===== src/rtl/packet_link_pkg.sv =====
// Shared types for the packet_link framing stage: FSM encodings, length-field width, byte order, checksum.
// Optional trailing checksum byte is enabled by defining PACKET_LINK_CHECKSUM_EN.
package packet_link_pkg;

    localparam int LEN_W = 5;

    typedef enum logic [1:0] {
        TX_IDLE = 2'd0,
        TX_LEN  = 2'd1,
        TX_BODY = 2'd2
`ifdef PACKET_LINK_CHECKSUM_EN
        ,
        TX_SUM  = 2'd3
`endif
    } tx_state_t;

    typedef enum logic [1:0] {
        RX_LEN  = 2'd0,
        RX_BODY = 2'd1,
        RX_FULL = 2'd2
`ifdef PACKET_LINK_CHECKSUM_EN
        ,
        RX_SUM  = 2'd3
`endif
    } rx_state_t;

    // Payload goes out most-significant byte first: left-align it so the next byte is always the top byte.
    function automatic int unsigned msb_first_shift(input int unsigned max_byte,
                                                    input logic [LEN_W-1:0] len);
        return 8 * (max_byte - 32'(len));
    endfunction

    function automatic logic [7:0] sum_step(input logic [7:0] acc, input logic [7:0] b);
        return acc ^ b;
    endfunction

endpackage


===== src/rtl/packet_link_rx.sv =====
// Receive side: reassembles one length-prefixed frame into a held, right-aligned packet.
// One byte per cycle while rx_ready=1; rx_ready drops while a packet is held until recv_flag.
import packet_link_pkg::*;

module packet_link_rx #(
    parameter int MAX_BYTE = 9
) (
    input  logic                  CLK,
    input  logic                  RST,
    input  logic [7:0]            rx_data,
    input  logic                  rx_valid,
    output logic                  rx_ready,
    input  logic                  recv_flag,
    output logic [8*MAX_BYTE-1:0] recv_data,
    output logic [LEN_W-1:0]      recv_length,
    output logic                  receivable,
    output logic                  frame_err
);

    localparam int W = 8 * MAX_BYTE;
    localparam logic [7:0] MAX_LEN8 = 8'(MAX_BYTE);

    rx_state_t          state;
    logic [LEN_W-1:0]   cnt;
    logic               rx_fire;
    logic               len_ok;
`ifdef PACKET_LINK_CHECKSUM_EN
    logic [7:0]         sum;
`endif

    assign rx_fire = rx_valid && rx_ready;
    assign len_ok  = (rx_data != 8'd0) && (rx_data <= MAX_LEN8);

    // Event only; the top registers it into link_err.
    always_comb begin
        frame_err = 1'b0;
        if (rx_fire && state == RX_LEN && !len_ok)
            frame_err = 1'b1;
`ifdef PACKET_LINK_CHECKSUM_EN
        if (rx_fire && state == RX_SUM && rx_data != sum)
            frame_err = 1'b1;
`endif
    end

    always_ff @(posedge CLK or posedge RST) begin
        if (RST) begin
            state       <= RX_LEN;
            cnt         <= '0;
            recv_data   <= '0;
            recv_length <= '0;
            receivable  <= 1'b0;
            rx_ready    <= 1'b1;
`ifdef PACKET_LINK_CHECKSUM_EN
            sum         <= '0;
`endif
        end else begin
            case (state)
                RX_LEN: begin
                    if (rx_fire && len_ok) begin
                        recv_data   <= '0;
                        recv_length <= rx_data[LEN_W-1:0];
                        cnt         <= rx_data[LEN_W-1:0];
`ifdef PACKET_LINK_CHECKSUM_EN
                        sum         <= rx_data;
`endif
                        state       <= RX_BODY;
                    end
                end
                RX_BODY: begin
                    if (rx_fire) begin
                        recv_data <= {recv_data[W-9:0], rx_data};
                        cnt       <= cnt - LEN_W'(1);
`ifdef PACKET_LINK_CHECKSUM_EN
                        sum       <= sum_step(sum, rx_data);
                        if (cnt == LEN_W'(1))
                            state <= RX_SUM;
`else
                        if (cnt == LEN_W'(1)) begin
                            state      <= RX_FULL;
                            receivable <= 1'b1;
                            rx_ready   <= 1'b0;
                        end
`endif
                    end
                end
`ifdef PACKET_LINK_CHECKSUM_EN
                RX_SUM: begin
                    if (rx_fire) begin
                        if (rx_data == sum) begin
                            state      <= RX_FULL;
                            receivable <= 1'b1;
                            rx_ready   <= 1'b0;
                        end else begin
                            state       <= RX_LEN;
                            recv_data   <= '0;
                            recv_length <= '0;
                        end
                    end
                end
`endif
                RX_FULL: begin
                    if (recv_flag) begin
                        state      <= RX_LEN;
                        receivable <= 1'b0;
                        rx_ready   <= 1'b1;
                    end
                end
                default: state <= RX_LEN;
            endcase
        end
    end

endmodule


===== src/rtl/packet_link.sv =====
// Packet <-> length-prefixed byte-frame link; TX FSM here, RX in packet_link_rx. Checksum via PACKET_LINK_CHECKSUM_EN.
// Frame of L bytes takes L+1 cycles (L+2 with checksum) at full rate; TX holds each byte until tx_ready.
import packet_link_pkg::*;

module packet_link #(
    parameter int MAX_BYTE = 9
) (
    input  logic                  CLK,
    input  logic                  RST,
    input  logic                  send_flag,
    input  logic [8*MAX_BYTE-1:0] send_data,
    input  logic [LEN_W-1:0]      send_length,
    output logic                  sendable,
    input  logic                  recv_flag,
    output logic [8*MAX_BYTE-1:0] recv_data,
    output logic [LEN_W-1:0]      recv_length,
    output logic                  receivable,
    output logic [7:0]            tx_data,
    output logic                  tx_valid,
    input  logic                  tx_ready,
    input  logic [7:0]            rx_data,
    input  logic                  rx_valid,
    output logic                  rx_ready,
    output logic                  link_err
);

    localparam int W = 8 * MAX_BYTE;
    localparam logic [LEN_W-1:0] MAX_LEN = LEN_W'(MAX_BYTE);

    tx_state_t          tx_state;
    logic [W-1:0]       tx_sreg;
    logic [LEN_W-1:0]   tx_cnt;
    logic [7:0]         tx_head;
    logic               tx_fire;
    logic               send_ok;
    logic               tx_err_evt;
    logic               rx_err_evt;
`ifdef PACKET_LINK_CHECKSUM_EN
    logic [7:0]         tx_sum;
`endif

    assign tx_head    = tx_sreg[W-1 -: 8];
    assign tx_fire    = tx_valid && tx_ready;
    assign send_ok    = (send_length != '0) && (send_length <= MAX_LEN);
    assign tx_err_evt = (tx_state == TX_IDLE) && send_flag && !send_ok;

    always_ff @(posedge CLK or posedge RST) begin
        if (RST) begin
            tx_state <= TX_IDLE;
            tx_sreg  <= '0;
            tx_cnt   <= '0;
            tx_data  <= '0;
            tx_valid <= 1'b0;
            sendable <= 1'b1;
`ifdef PACKET_LINK_CHECKSUM_EN
            tx_sum   <= '0;
`endif
        end else begin
            case (tx_state)
                TX_IDLE: begin
                    if (send_flag && send_ok) begin
                        tx_sreg  <= send_data << msb_first_shift(MAX_BYTE, send_length);
                        tx_cnt   <= send_length;
                        tx_data  <= 8'(send_length);
                        tx_valid <= 1'b1;
                        sendable <= 1'b0;
`ifdef PACKET_LINK_CHECKSUM_EN
                        tx_sum   <= 8'(send_length);
`endif
                        tx_state <= TX_LEN;
                    end
                end
                TX_LEN: begin
                    if (tx_fire) begin
                        tx_data  <= tx_head;
                        tx_sreg  <= tx_sreg << 8;
`ifdef PACKET_LINK_CHECKSUM_EN
                        tx_sum   <= sum_step(tx_sum, tx_head);
`endif
                        tx_state <= TX_BODY;
                    end
                end
                TX_BODY: begin
                    if (tx_fire) begin
                        tx_cnt <= tx_cnt - LEN_W'(1);
                        // tx_data already holds the last body byte when the count reaches one.
                        if (tx_cnt == LEN_W'(1)) begin
`ifdef PACKET_LINK_CHECKSUM_EN
                            tx_data  <= tx_sum;
                            tx_state <= TX_SUM;
`else
                            tx_data  <= '0;
                            tx_valid <= 1'b0;
                            sendable <= 1'b1;
                            tx_state <= TX_IDLE;
`endif
                        end else begin
                            tx_data <= tx_head;
                            tx_sreg <= tx_sreg << 8;
`ifdef PACKET_LINK_CHECKSUM_EN
                            tx_sum  <= sum_step(tx_sum, tx_head);
`endif
                        end
                    end
                end
`ifdef PACKET_LINK_CHECKSUM_EN
                TX_SUM: begin
                    if (tx_fire) begin
                        tx_data  <= '0;
                        tx_valid <= 1'b0;
                        sendable <= 1'b1;
                        tx_state <= TX_IDLE;
                    end
                end
`endif
                default: tx_state <= TX_IDLE;
            endcase
        end
    end

    always_ff @(posedge CLK or posedge RST) begin
        if (RST)
            link_err <= 1'b0;
        else
            link_err <= tx_err_evt | rx_err_evt;
    end

    packet_link_rx #(
        .MAX_BYTE(MAX_BYTE)
    ) u_rx (
        .CLK        (CLK),
        .RST        (RST),
        .rx_data    (rx_data),
        .rx_valid   (rx_valid),
        .rx_ready   (rx_ready),
        .recv_flag  (recv_flag),
        .recv_data  (recv_data),
        .recv_length(recv_length),
        .receivable (receivable),
        .frame_err  (rx_err_evt)
    );

endmodule


===== config.mk =====
export PLATFORM = sky130hd
export DESIGN_NAME = packet_link
export DESIGN_NICKNAME = d
export VERILOG_FILES = /design/src/rtl/packet_link_pkg.sv /design/src/rtl/packet_link_rx.sv /design/src/rtl/packet_link.sv
export SDC_FILE = /design/constraint.sdc
export NUM_CORES = 1
export LEC_CHECK = 0
export CELL_PAD_IN_SITES_DETAIL_PLACEMENT = 0
export CELL_PAD_IN_SITES_GLOBAL_PLACEMENT = 2
export CORE_ASPECT_RATIO = 1.25
export CORE_MARGIN = 10
export CORE_UTILIZATION = 35
export CTS_CLUSTER_DIAMETER = 40
export DETAILED_ROUTE_END_ITERATION = 12
export PLACE_DENSITY = 0.91
export SLEW_MARGIN = 25
export SYNTH_ARGS = -nofsm -noshare
export SYNTH_HDL_FRONTEND = slang
export SYNTH_SLANG_ARGS = --single-unit
export TNS_END_PERCENT = 100

===== constraint.sdc =====
create_clock -name CLK -period 10.7 [get_ports CLK]
set_input_delay 1.07 -clock CLK [delete_from_list [all_inputs] [get_ports CLK]]
set_output_delay 1.07 -clock CLK [all_outputs]
set_load 0.01 [all_outputs]

==> impl_metrics.env <==
export IMPL_rsz0062_at_grt="no"
export IMPL_avgSynthCellArea_um2=9.31
export IMPL_switchingPower_mw=0.915
export IMPL_relSlewSlack_pct=33.4
export IMPL_drt_iter0_markers=949
export IMPL_pwr_share_seq_pct=35.6
export IMPL_cp_required_ps=11020
export IMPL_yosysWarnings=0
export IMPL_yosys_top_cells_count="205 x nand2_1, 174 x dfrtp_1, 77 x nand3_1"
export IMPL_finalSetupTns_ps=0
export IMPL_rr_worst_depth=8
export IMPL_whs_endpoint="u_rx.recv_data[65]$_DFFE_PP0P_"
export IMPL_met3_usage_pct=3.96
export IMPL_status="finished clean"
export IMPL_place_hpwl_um=23300
export IMPL_synth_most_common_cell="nand2_1"
export IMPL_period_needed_ps=5100
export IMPL_drive_gt1_share_pct=11.2
export IMPL_dpl_cell_area_um2=12100
export IMPL_setup_violations=0
export IMPL_irDropWorstVdd_mv=0.127
export IMPL_synth_nets=1191
export IMPL_die_h_um=210
export IMPL_ys_types=58
export IMPL_avgRoutedWirePerCell_um=20.5
export IMPL_die_area_um2=36200
export IMPL_clk_pin_slew_ps=70
export IMPL_final_cell_area_um2=12800
export IMPL_antenna_found_initial=0
export IMPL_hold_viol=0
export IMPL_core_area_um2=28500
export IMPL_worstMarginPinSlew_ps=998
export IMPL_synthCells=1090
export IMPL_ys_seq_area_share_pct=43.4
export IMPL_cap_violations=0
export IMPL_postRouteAntennaNets=0
export IMPL_start_util_pct=35.6
export IMPL_drc=0
export IMPL_grt_pass1_wl_um=51300
export IMPL_numCtsBuffers=17
export IMPL_timing_fmax_ghz=0.196
export IMPL_clock_path_buffers=2
export IMPL_io_pins=181
export IMPL_slew_viol_final=0
export IMPL_critPathLaunchType="primary input"
export IMPL_skew_ps=10.1
export IMPL_hold_depth=2
export IMPL_vias=8981
export IMPL_synth_top_area_share_pct=42.9
export IMPL_first_pass_iters=5
export IMPL_cp_max_fo=60
export IMPL_grt_max_degree=78
export IMPL_num_antenna_cells=0
export IMPL_cp_arrival_ps=5410
export IMPL_cts_setup_buffers=0
export IMPL_rows=69
export IMPL_ctsResizeCount=0
export IMPL_synth_area_leaders="dfrtp_1 43%, nand2_1 7.6%, mux2_2 6.5%"
export IMPL_min_path_type="reg2reg"
export IMPL_use_met1_pct=22.9
export IMPL_netlist_area_um2=10100
export IMPL_rrSetupSlack_ps=7370
export IMPL_p_int_mw=1.58
export IMPL_p_clk_share_pct=27.5
export IMPL_track_usage_pct=17.6
export IMPL_synth_edff_count=0
export IMPL_yosys_register_bits=176
export IMPL_cts_max_level=4
export IMPL_io_buffer_count=180
export IMPL_endpoint_kind="flip-flop"
export IMPL_drt_wl_total_um=32400
export IMPL_gp_congestion=0.850
export IMPL_root_buffer="clkbuf_16"
export IMPL_busiest_layer="met2"
export IMPL_grt_pass1_vias=8977
export IMPL_cts_tree="built"
export IMPL_cts_hold_buf=0
export IMPL_power_density_nw_per_um2=195
export IMPL_synth_async_reset_ratio_pct=100
export IMPL_clock_latency_ps=430
export IMPL_timing_rr_start="tx_state[0]$_DFFE_PP0P_"
export IMPL_overflow=0
export IMPL_power_leakage_nw=5.56
export IMPL_utilization_pct=44.8
export IMPL_syn2layout_area_growth_pct=25.9
export IMPL_fin_nets=1316
export IMPL_worstSetupPathType="in2reg"
export IMPL_p_comb_share_pct=37.0
export IMPL_vias_per_cell=5.67
export IMPL_reg2reg_to="tx_sreg[43]$_DFFE_PP0P_"
export IMPL_met2_usage_pct=28.1
export IMPL_timing_final_crit_share_pct=47.6
export IMPL_synth_top_cell_by_area="dfrtp_1"
export IMPL_clock_sinks=176
export IMPL_synth_main_ff_cell="dfrtp_1"
export IMPL_dieWidth_um=172
export IMPL_min_delay_start="u_rx.recv_data[65]$_DFFE_PP0P_"
export IMPL_p_sw_share_pct=36.7
through the flow:
| step | power [mW] | hold WS, ps | worst slack, ps | instances |
|---|---|---|---|---|
| 5_1_grt | 2.64 | 488 | 5350 | 1583 |
| 2_1_floorplan | 1.52 | 457 | 4860 | 1090 |
| 4_1_cts | 2.51 | 471 | 5680 | 1583 |
| 3_5_place_dp | 1.82 | 455 | 5230 | 1551 |
| 3_3_place_gp | 1.80 | 449 | 5380 | 1551 |
| 6_report | 2.50 | 465 | 5600 | 1583 |
worst max-delay path by stage:
| stage | from | end | slack (ps) |
|---|---|---|---|
| 2_1_floorplan | RST | link_err$_DFF_PP0_ | 4860 |
| 3_3_place_gp | send_length[1] | tx_sreg[63]$_DFFE_PP0P_ | 5380 |
| 3_5_place_dp | send_length[1] | tx_sreg[40]$_DFFE_PP0P_ | 5230 |
| 4_1_cts | send_length[1] | tx_sreg[40]$_DFFE_PP0P_ | 5680 |
| 5_1_grt | send_length[1] | tx_sreg[40]$_DFFE_PP0P_ | 5350 |
| 6_report | send_length[1] | tx_sreg[40]$_DFFE_PP0P_ | 5600 |
cells in the final DEF (no fill, tap or decap), types with 4 or more instances in the layout:
cell type / synthesis / layout
nand2_1: 205 / 205
nand4_1: 8 / 8
o221ai_1: 8 / 8
a22oi_1: 19 / 19
mux2_1: 8 / 8
mux2i_1: 61 / 61
nand3_1: 77 / 77
o22ai_1: 12 / 12
a31oi_1: 31 / 31
o21ai_0: 61 / 61
nand2b_1: 12 / 12
o211ai_1: 8 / 8
clkbuf_16: 0 / 17
nor4b_1: 9 / 9
inv_1: 16 / 15
o2bb2ai_1: 9 / 9
o31ai_1: 8 / 7
a222oi_1: 4 / 4
a21oi_1: 48 / 48
mux2_2: 59 / 59
clkdlybuf4s50_1: 0 / 178
dfrtp_1: 174 / 174
a22o_1: 13 / 13
nor3_1: 20 / 19
nor4_1: 14 / 14
mux4_2: 8 / 8
and4_1: 4 / 4
bufinv_16: 0 / 4
a221oi_1: 13 / 13
buf_4: 3 / 18
a21o_1: 6 / 6
ha_1: 10 / 9
nor2_1: 30 / 27
power groups by stage:
stage          registers (mW)  logic (mW)  clock network [mW]
2_1_floorplan           0.873       0.647                   0
3_3_place_gp            0.893       0.910                   0
3_5_place_dp            0.897       0.921                   0
4_1_cts                 0.886       0.921               0.705
5_1_grt                 0.901        1.01               0.728
6_report                0.888       0.922               0.686
logic make-up (layout without fill, tap and decap cells):
| kind of cell | Yosys count | in the layout | share of synthesized area [%] |
|---|---|---|---|
| XOR/XNOR | 1 | 1 | 0.0863 |
| multiplexers | 136 | 136 | 15.2 |
| AO/OA/AOI/OAI | 256 | 256 | 16.6 |
| adder cells (fa/ha/maj) | 10 | 10 | 1.23 |
| buffers and inverters | 109 | 247 | 5.04 |
| AND/OR/NAND/NOR | 402 | 402 | 18.4 |
| flip-flops | 176 | 176 | 43.4 |
routing by layer:
layer	up-vias	share of wire, %	wire [um]
met5	-	0	0
met4	0	2.1	693
met3	38	6.8	2200
met2	343	47	15200
met1	4373	44	14300
li1	4227	-	-
registers in the layout, indices dropped and copies added (netlist names):
signal,cells
u_rx.receivable,1
u_rx.cnt,5
u_rx.recv_data,72
tx_cnt,5
u_rx.state,2
u_rx.recv_length,5
link_err,1
u_rx.rx_ready,1
tx_data,8
sendable,1
tx_sreg,72
tx_state,2
tx_valid,1
layout make-up:
cell class                 instances  area (um2)
inverter                          17        68.8
clock inverter                    10         173
sequential                       176        4410
multi-input combinational        805        5280
timing repair buffer             198        1930
clock buffer                      22         474
fill                            2809       15700
tap                              355         444
worst max-delay path, stage by stage:
cell	delay, ps
buf_2	80
buf_4	630
clkinv_1	1010
ha_1	690
o21bai_1	500
o31a_2	590
nor2_4	60
buf_4	330
mux2_1	380
Note: power is estimated with default switching activity, not from simulation.
